==> src/rtl/mem_port_arbiter.sv <==
// Shares one cache/memory port between fetch (IF) and data (DM); optional fetch starvation guard under ARB_FETCH_GUARD_EN.
// Latency: grant in cycle 0, o_mem_req from cycle 1, owner o_X_valid the cycle after i_mem_valid.
// Backpressure: one transaction in flight; ready pulses only in IDLE; the issued request holds until i_mem_ready.
module mem_port_arbiter #(
    parameter int STARVE_LIMIT = 4
) (
    input  logic        i_clk,
    input  logic        i_rst,
    input  logic        i_if_req,
    input  logic [31:0] i_if_addr,
    input  logic        i_if_flush,
    output logic        o_if_ready,
    output logic        o_if_valid,
    output logic [31:0] o_if_rdata,
    input  logic        i_dm_req,
    input  logic [31:0] i_dm_addr,
    input  logic        i_dm_ren,
    input  logic        i_dm_wen,
    input  logic [31:0] i_dm_wdata,
    input  logic [3:0]  i_dm_mask,
    output logic        o_dm_ready,
    output logic        o_dm_valid,
    output logic [31:0] o_dm_rdata,
    output logic        o_mem_req,
    output logic [31:0] o_mem_addr,
    output logic        o_mem_ren,
    output logic        o_mem_wen,
    output logic [31:0] o_mem_wdata,
    output logic [3:0]  o_mem_mask,
    input  logic        i_mem_ready,
    input  logic        i_mem_valid,
    input  logic [31:0] i_mem_rdata
);

    if (STARVE_LIMIT < 1 || STARVE_LIMIT > 15) begin : g_bad_starve_limit
        $error("mem_port_arbiter: STARVE_LIMIT must be in 1..15");
    end

    typedef enum logic [1:0] {
        IDLE  = 2'd0,
        ISSUE = 2'd1,
        WAIT  = 2'd2
    } state_t;

    state_t      state;
    state_t      state_nxt;
    logic        owner_dm;
    logic        kill;
    logic [31:0] addr_q;
    logic [31:0] wdata_q;
    logic        ren_q;
    logic        wen_q;
    logic [3:0]  mask_q;
    logic [31:0] if_rdata_q;
    logic [31:0] dm_rdata_q;
    logic        if_valid_q;
    logic        dm_valid_q;
    logic        grant_if;
    logic        grant_dm;
    logic        force_if;
    logic        rsp_fire;

`ifdef ARB_FETCH_GUARD_EN
    localparam logic [3:0] LIMIT = 4'(STARVE_LIMIT);
    logic [3:0] starve_cnt;

    // Counts DM wins while an unflushed fetch is waiting; saturates at LIMIT.
    always_ff @(posedge i_clk) begin
        if (i_rst) begin
            starve_cnt <= 4'd0;
        end else if (grant_if || (state == IDLE && !i_if_req)) begin
            starve_cnt <= 4'd0;
        end else if (grant_dm && i_if_req && !i_if_flush && starve_cnt != LIMIT) begin
            starve_cnt <= starve_cnt + 4'd1;
        end
    end

    assign force_if = (starve_cnt == LIMIT) && i_if_req && !i_if_flush;
`else
    assign force_if = 1'b0;
`endif

    always_comb begin
        grant_dm = 1'b0;
        grant_if = 1'b0;
        if (state == IDLE && !i_rst) begin
            if (i_dm_req && !force_if) begin
                grant_dm = 1'b1;
            end else if (i_if_req && !i_if_flush) begin
                grant_if = 1'b1;
            end
        end
    end

    assign rsp_fire = (state == WAIT) && i_mem_valid;

    always_ff @(posedge i_clk) begin
        if (i_rst) begin
            state <= IDLE;
        end else begin
            state <= state_nxt;
        end
    end

    always_comb begin
        state_nxt = state;
        case (state)
            IDLE:    if (grant_dm || grant_if) state_nxt = ISSUE;
            ISSUE:   if (i_mem_ready) state_nxt = WAIT;
            WAIT:    if (i_mem_valid) state_nxt = IDLE;
            default: state_nxt = IDLE;
        endcase
    end

    always_comb begin
        o_if_ready  = grant_if;
        o_dm_ready  = grant_dm;
        o_mem_req   = (state == ISSUE);
        o_mem_addr  = addr_q;
        o_mem_ren   = ren_q;
        o_mem_wen   = wen_q;
        o_mem_wdata = wdata_q;
        o_mem_mask  = mask_q;
        o_if_valid  = if_valid_q;
        o_if_rdata  = if_rdata_q;
        o_dm_valid  = dm_valid_q;
        o_dm_rdata  = dm_rdata_q;
    end

    always_ff @(posedge i_clk) begin
        if (i_rst) begin
            owner_dm   <= 1'b0;
            kill       <= 1'b0;
            addr_q     <= 32'h0;
            wdata_q    <= 32'h0;
            ren_q      <= 1'b0;
            wen_q      <= 1'b0;
            mask_q     <= 4'h0;
            if_rdata_q <= 32'h0;
            dm_rdata_q <= 32'h0;
            if_valid_q <= 1'b0;
            dm_valid_q <= 1'b0;
        end else begin
            if_valid_q <= 1'b0;
            dm_valid_q <= 1'b0;

            if (grant_dm) begin
                owner_dm <= 1'b1;
                addr_q   <= i_dm_addr;
                ren_q    <= i_dm_ren;
                wen_q    <= i_dm_wen;
                wdata_q  <= i_dm_wdata;
                mask_q   <= i_dm_mask;
            end else if (grant_if) begin
                owner_dm <= 1'b0;
                addr_q   <= i_if_addr;
                ren_q    <= 1'b1;
                wen_q    <= 1'b0;
                wdata_q  <= 32'h0;
                mask_q   <= 4'hF;
            end

            // A redirect that lands while the fetch is still in flight lets the
            // downstream access finish but drops the response.
            if (state == IDLE) begin
                kill <= 1'b0;
            end else if (!owner_dm && i_if_flush) begin
                kill <= 1'b1;
            end

            if (rsp_fire) begin
                if (owner_dm) begin
                    dm_rdata_q <= i_mem_rdata;
                    dm_valid_q <= 1'b1;
                end else if (!kill && !i_if_flush) begin
                    if_rdata_q <= i_mem_rdata;
                    if_valid_q <= 1'b1;
                end
            end
        end
    end

endmodule

==> config.mk <==
export PLATFORM = sky130hd
export DESIGN_NAME = mem_port_arbiter
export DESIGN_NICKNAME = d
export VERILOG_FILES = /design/src/rtl/mem_port_arbiter.sv
export SDC_FILE = /design/constraint.sdc
export NUM_CORES = 1
export LEC_CHECK = 0
export BUFFER_PORTS_ARGS = -buffer_cell sky130_fd_sc_hd__buf_2
export CAP_MARGIN = 20
export CORE_UTILIZATION = 45
export DETAILED_ROUTE_END_ITERATION = 6
export GPL_TIMING_DRIVEN = 0
export PLACE_DENSITY = 0.86
export SETUP_SLACK_MARGIN = 0.05
export SKIP_LAST_GASP = 1
export SLEW_MARGIN = 20
export SYNTH_ARGS = -nofsm -noshare
export SYNTH_HDL_FRONTEND = slang
export SYNTH_SLANG_ARGS = --single-unit
export TNS_END_PERCENT = 30
==> constraint.sdc <==
create_clock -name i_clk -period 1.7 [get_ports i_clk]
set_clock_uncertainty 0.05 [all_clocks]
set_input_delay 0.17 -clock i_clk [delete_from_list [all_inputs] [get_ports i_clk]]
set_output_delay 0.17 -clock i_clk [all_outputs]
set_load 0.01 [all_outputs]
== Word level (Yosys, flattened, before mapping) ==
Cells that the tools add are included.
W data, S select, Z words.
Operators by class
  add/sub/neg operators: 0
  multipliers: 0
  divide/modulo/power cells: 0
  magnitude comparators: 0
  equality and inequality tests: 5
  shift operators: 0
  muxes and demuxes: 22
  bitwise operators: 2
  reduce and logical (&&, ||, !) cells: 18
Operator list (number)
  $mux W32: 4
  $mux W1: 12
  $mux W4: 2
  $mux W2: 3
  $pmux W2 S3: 1
  $reduce_and A3 Y1: 2
  $logic_and A1 B1 Y1: 5
  $logic_not A1 Y1: 4
  $ne A2 B1 Y1 const B: 2
  $reduce_or A2 Y1: 2
  $reduce_or A3 Y1: 1
  $eq A2 B1 Y1 const B: 1
  $eq A2 B2 Y1 const B: 1
  $logic_not A2 Y1: 1
  $ne A2 B2 Y1 const B: 1
  $not A1 Y1: 2
  $reduce_and A2 Y1: 1
  $reduce_bool A2 Y1: 1
  $logic_or A1 B1 Y1: 1
Storage, ports and cells
  register bits: 140
  latch bits: 0
  RAM bits: 0
  ROM bits: 0
  output and inout port bits: 139
  word-level logic and storage cells: 59
  memories: 0

== Longest topological paths before layout ==
  depth in word-level cells: 8
  gate-level depth with buffers: 5
  depth with buffers taken out: 3

== Least setup slack after synthesis ==
OpenSTA, ideal clock, no wires.
  path kind: register to register
  from: reg state[0]
  to: reg if_rdata_q[10], in the netlist o_if_rdata[10]
  setup time: 72 ps
  arrival: 1283 ps
  required time: 1578 ps
  slack: 295 ps
  cell stages (with the launch flop): 5
  path through: dfxtp_1 > nand3b_1 > nor4_4 > buf_6 > mux2i_1
On the way
  longest elaborated chain between the ends: 3
RTL lines
  from (decl): line 45  | state_t state;
  from (signal assigned): line 101  | state <= state_nxt;
  $eq A2 B2 Y1: line 95  | assign rsp_fire = (state == WAIT) && i_mem_valid;
  $logic_and A1 B1 Y1: line 95
  $reduce_and A3 Y1 (no source line)
  to (signal assigned): line 176  | if_rdata_q <= i_mem_rdata;
  to (decl): line 54  | logic [31:0] if_rdata_q;
No other way between the ends.
A chain may end at the register's enable or synchronous reset.

== Worst setup path in the final report ==
  from: reg state[1]
  to: out o_if_ready
On the way
  longest elaborated chain between the ends: 3
RTL lines
  $logic_not A2 Y1: line 86  | if (state == IDLE && !i_rst) begin
  $logic_and A1 B1 Y1: line 86
  $mux W1: line 86
  to (decl): line 12  | output logic o_if_ready,
No other way between the ends.

==> flow_summary.toml <==
[floorplanning]
core_area_um2 = 11420
io_pins = 280
start_util_pct = 46.12
die_h_um = 110.2
die_w_um = 110.2
num_rows = 39
die-area_um2 = 12140

[hold_path]
hold_depth = 3
min_to = "o_mem_addr[19]"
hold_class = "in -> reg"
worstHoldStart = "i_dm_addr[19]"

[clock_tree]
numCtsBuffers = 17
path_clk_slew_ns = 0.06
cts_tree = "done"
clock_latency_ns = 0.42
clock-sinks = 140
cts_max_level = 4
cts_root_buffer = "clkbuf_16"
clk_path_buf_depth = 2

[timing]
period_needed_ns = 1.647
min_period_over_period_pct = 96.91
slew_headroom_pct = 62.99
clock.fmax_mhz = 607.0
rsz0062_at_grt = "yes"
worst_pin_slew_ns = 0.5552
hold_violations = 1
hold-worst-slack_ns = -0.01509
slew_violations = 0
finalSetupViolCount = 0

[critical_path]
cp_data_required_time_ns = 1.48
timing_worst_setup_path_type = "reg -> out"
reg2reg_from = "state[1]"
start_kind = "flop"
crit_path_max_fanout = 4
r2r_end = "o_dm_rdata[9]"
crit_slowest_cell = "dfxtp_4"
cp_common_cell = "buf_6"
arrival_ns = 1.43
r2r_cells = 5
max_stage_delay_ns = 0.36
endpoint_kind = "primary output"
regToRegSetupSlack_ns = 0.13
path_cells = "nor3_4 > buf_6 > nor3b_4 > buf_6"

[power_and_ir_drop]
p_leak_nw = 4.292
p_per_area_nw_per_um2 = 991.6
ir_drop_mv = 0.8292
total_power_mw = 8.664

[synth]
yosys_warnings = 0
synth_top_flop_cell = "dfxtp_1"
syn_avg_cell_area_um2 = 9.862
synth_edf_count = 0
ys_seq_area_share_pct = 53.22
syn-num-nets = 675
synthCells = 534
ys_seq_elements = 140
synth.distinct_cells = 29
async_reset_ff_share_pct = 0
syn-cell-area_um2 = 5266

[layout]
fin_area_um2 = 8737
final_common_cell = "buf_2"
area_growth_syn_to_layout_pct = 65.91
drive_above_1_share_pct = 36.30
final_nets = 1095
fillers = 744
final_cell_mix = "buf_2 (287), nand2_1 (161), dfxtp_1 (138)"

[detailed_routing]
drt_iter0_drc = 324
wl_per_cell_um = 17.10
drtPass1Iterations = 4
ant_nets = 0
drt_wl_total_um = 19000
routed_via_density = 5.080
drc = 0
vias = 5644

[outcome]
status = "complete, but fails checks"
violations = "hold timing"

[global_route]
antenna_found_initial = 1
grt_max_degree = 17
grt_pass1_vias = 5780
overflow = 0
grt_pass1_wl_um = 28060
grt_usage_pct = 30.72

[place]
place.detailed.hpwl_um = 10800
port_buffers = 279
gp_congestion = 0.7871
placed_area_um2 = 6842

[run]
maxCapViolations = 0
-- metal layers --
metal | vias to the layer above | global-route usage, % | part of all wire [%]
met4 | 0 | 18.70 | 4.8
li1 | 2668 | - | -
met5 | - | 0 | 0
met1 | 2629 | 31.73 | 38
met2 | 268 | 54.51 | 51
met3 | 79 | 9.347 | 6.7
-- synthesized netlist by cell type (2+ instances only) --
cell type / count / area (um^2)
a21oi_1: 35 / 175.2
a22o_1: 33 / 289.0
and2_1: 2 / 12.51
buf_1: 8 / 30.03
buf_2: 13 / 65.06
buf_4: 3 / 22.52
buf_6: 3 / 33.78
clkbuf_1: 12 / 45.04
dfxtp_1: 140 / 2803
inv_1: 2 / 7.510
mux2i_1: 96 / 960.9
nand2_1: 161 / 604.3
nand2b_1: 2 / 12.51
nor2_1: 5 / 18.77
o221a_2: 5 / 56.30
-- how the worst max path moves through the flow --
stage	startpoint	to	slack, ns	cells after the start
3_3_place_gp	state[1]	o_dm_ready	0.06	5
5_1_grt	state[1]	o_if_ready	-0.007	4
6_report	state[1]	o_if_ready	0.05	4
4_1_cts	state[0]	o_if_ready	0.03	4
2_1_floorplan	state[0]	o_if_rdata[10]	0.30	4
3_5_place_dp	state[1]	o_if_rdata[6]	0.02	4
-- worst max-delay path, delay by kind of cell, from the launching register on --
family / cells / cell delay, ns
flops: 1 / 0.36
simple gates: 2 / 0.38
buf+inv: 2 / 0.27
-- report_power, final --
part	leakage [nW]	switching (mW)	total [mW]	internal, mW
sequential	1.14	0.0940	3.54	3.44
clock	0.297	1.41	3.94	2.53
combinational	2.85	0.556	1.19	0.632
-- cell families (layout without fill, tap and decap cells) --
| kind of cell | count (synthesis) | count (layout) | synth area share (%) |
|---|---|---|---|
| buffers and inverters | 41 | 474 | 3.873 |
| other | 0 | 1 | 0 |
| AO/OA/AOI/OAI | 78 | 78 | 10.76 |
| multiplexers | 96 | 96 | 18.25 |
| flip-flops | 140 | 140 | 53.22 |
| AND/OR/NAND/NOR | 179 | 179 | 13.90 |
-- registers in the layout (all words and copies together) (netlist names) --
signal and flops:
o_dm_valid 1, o_mem_wdata 32, o_mem_wen 1, state 2
o_mem_mask 4, kill 1, o_if_valid 1, o_dm_rdata 32
o_mem_ren 1, owner_dm 1, o_mem_addr 32, o_if_rdata 32
-- final cells by class --
cell class                      instances  area (um^2)  area share (%)
Antenna cell                            1        2.502         0.02864
Buffer                                 37        198.9           2.277
Clock buffer                           22        464.2           5.313
Clock inverter                         10        161.4           1.847
Inverter                                2        7.507         0.08592
Multi-Input combinational cell        353         2282           26.12
Sequential cell                       140         2810           32.16
Tap cell                              143        178.9           2.048
Timing Repair Buffer                  403         2631           30.12
-- what timing repair did --
action | 4_1_cts | 5_1_grt
gates resized for setup | 11 | 12
pin swaps | 3 | 2
endpoints found under the hold margin | 125 | 0
endpoints found under the setup margin | 46 | 41
gates cloned | 0 | 0
buffers inserted | 7 | 2
hold buffers | 115 | 0
-- stage by stage --
step | setup slack (ns) | utilization (%) | setup TNS, ns | cells
floorplan | 0.2953 | - | 0 | 534
global placement | 0.06129 | 59.92 | 0 | 956
detailed placement | 0.02166 | 59.92 | 0 | 956
CTS | 0.03413 | 76.27 | 0 | 1110
global route | -0.007290 | 76.52 | -0.007290 | 1111
finish | 0.05251 | 76.52 | 0 | 1111
Power figures use the tool's default switching activity.
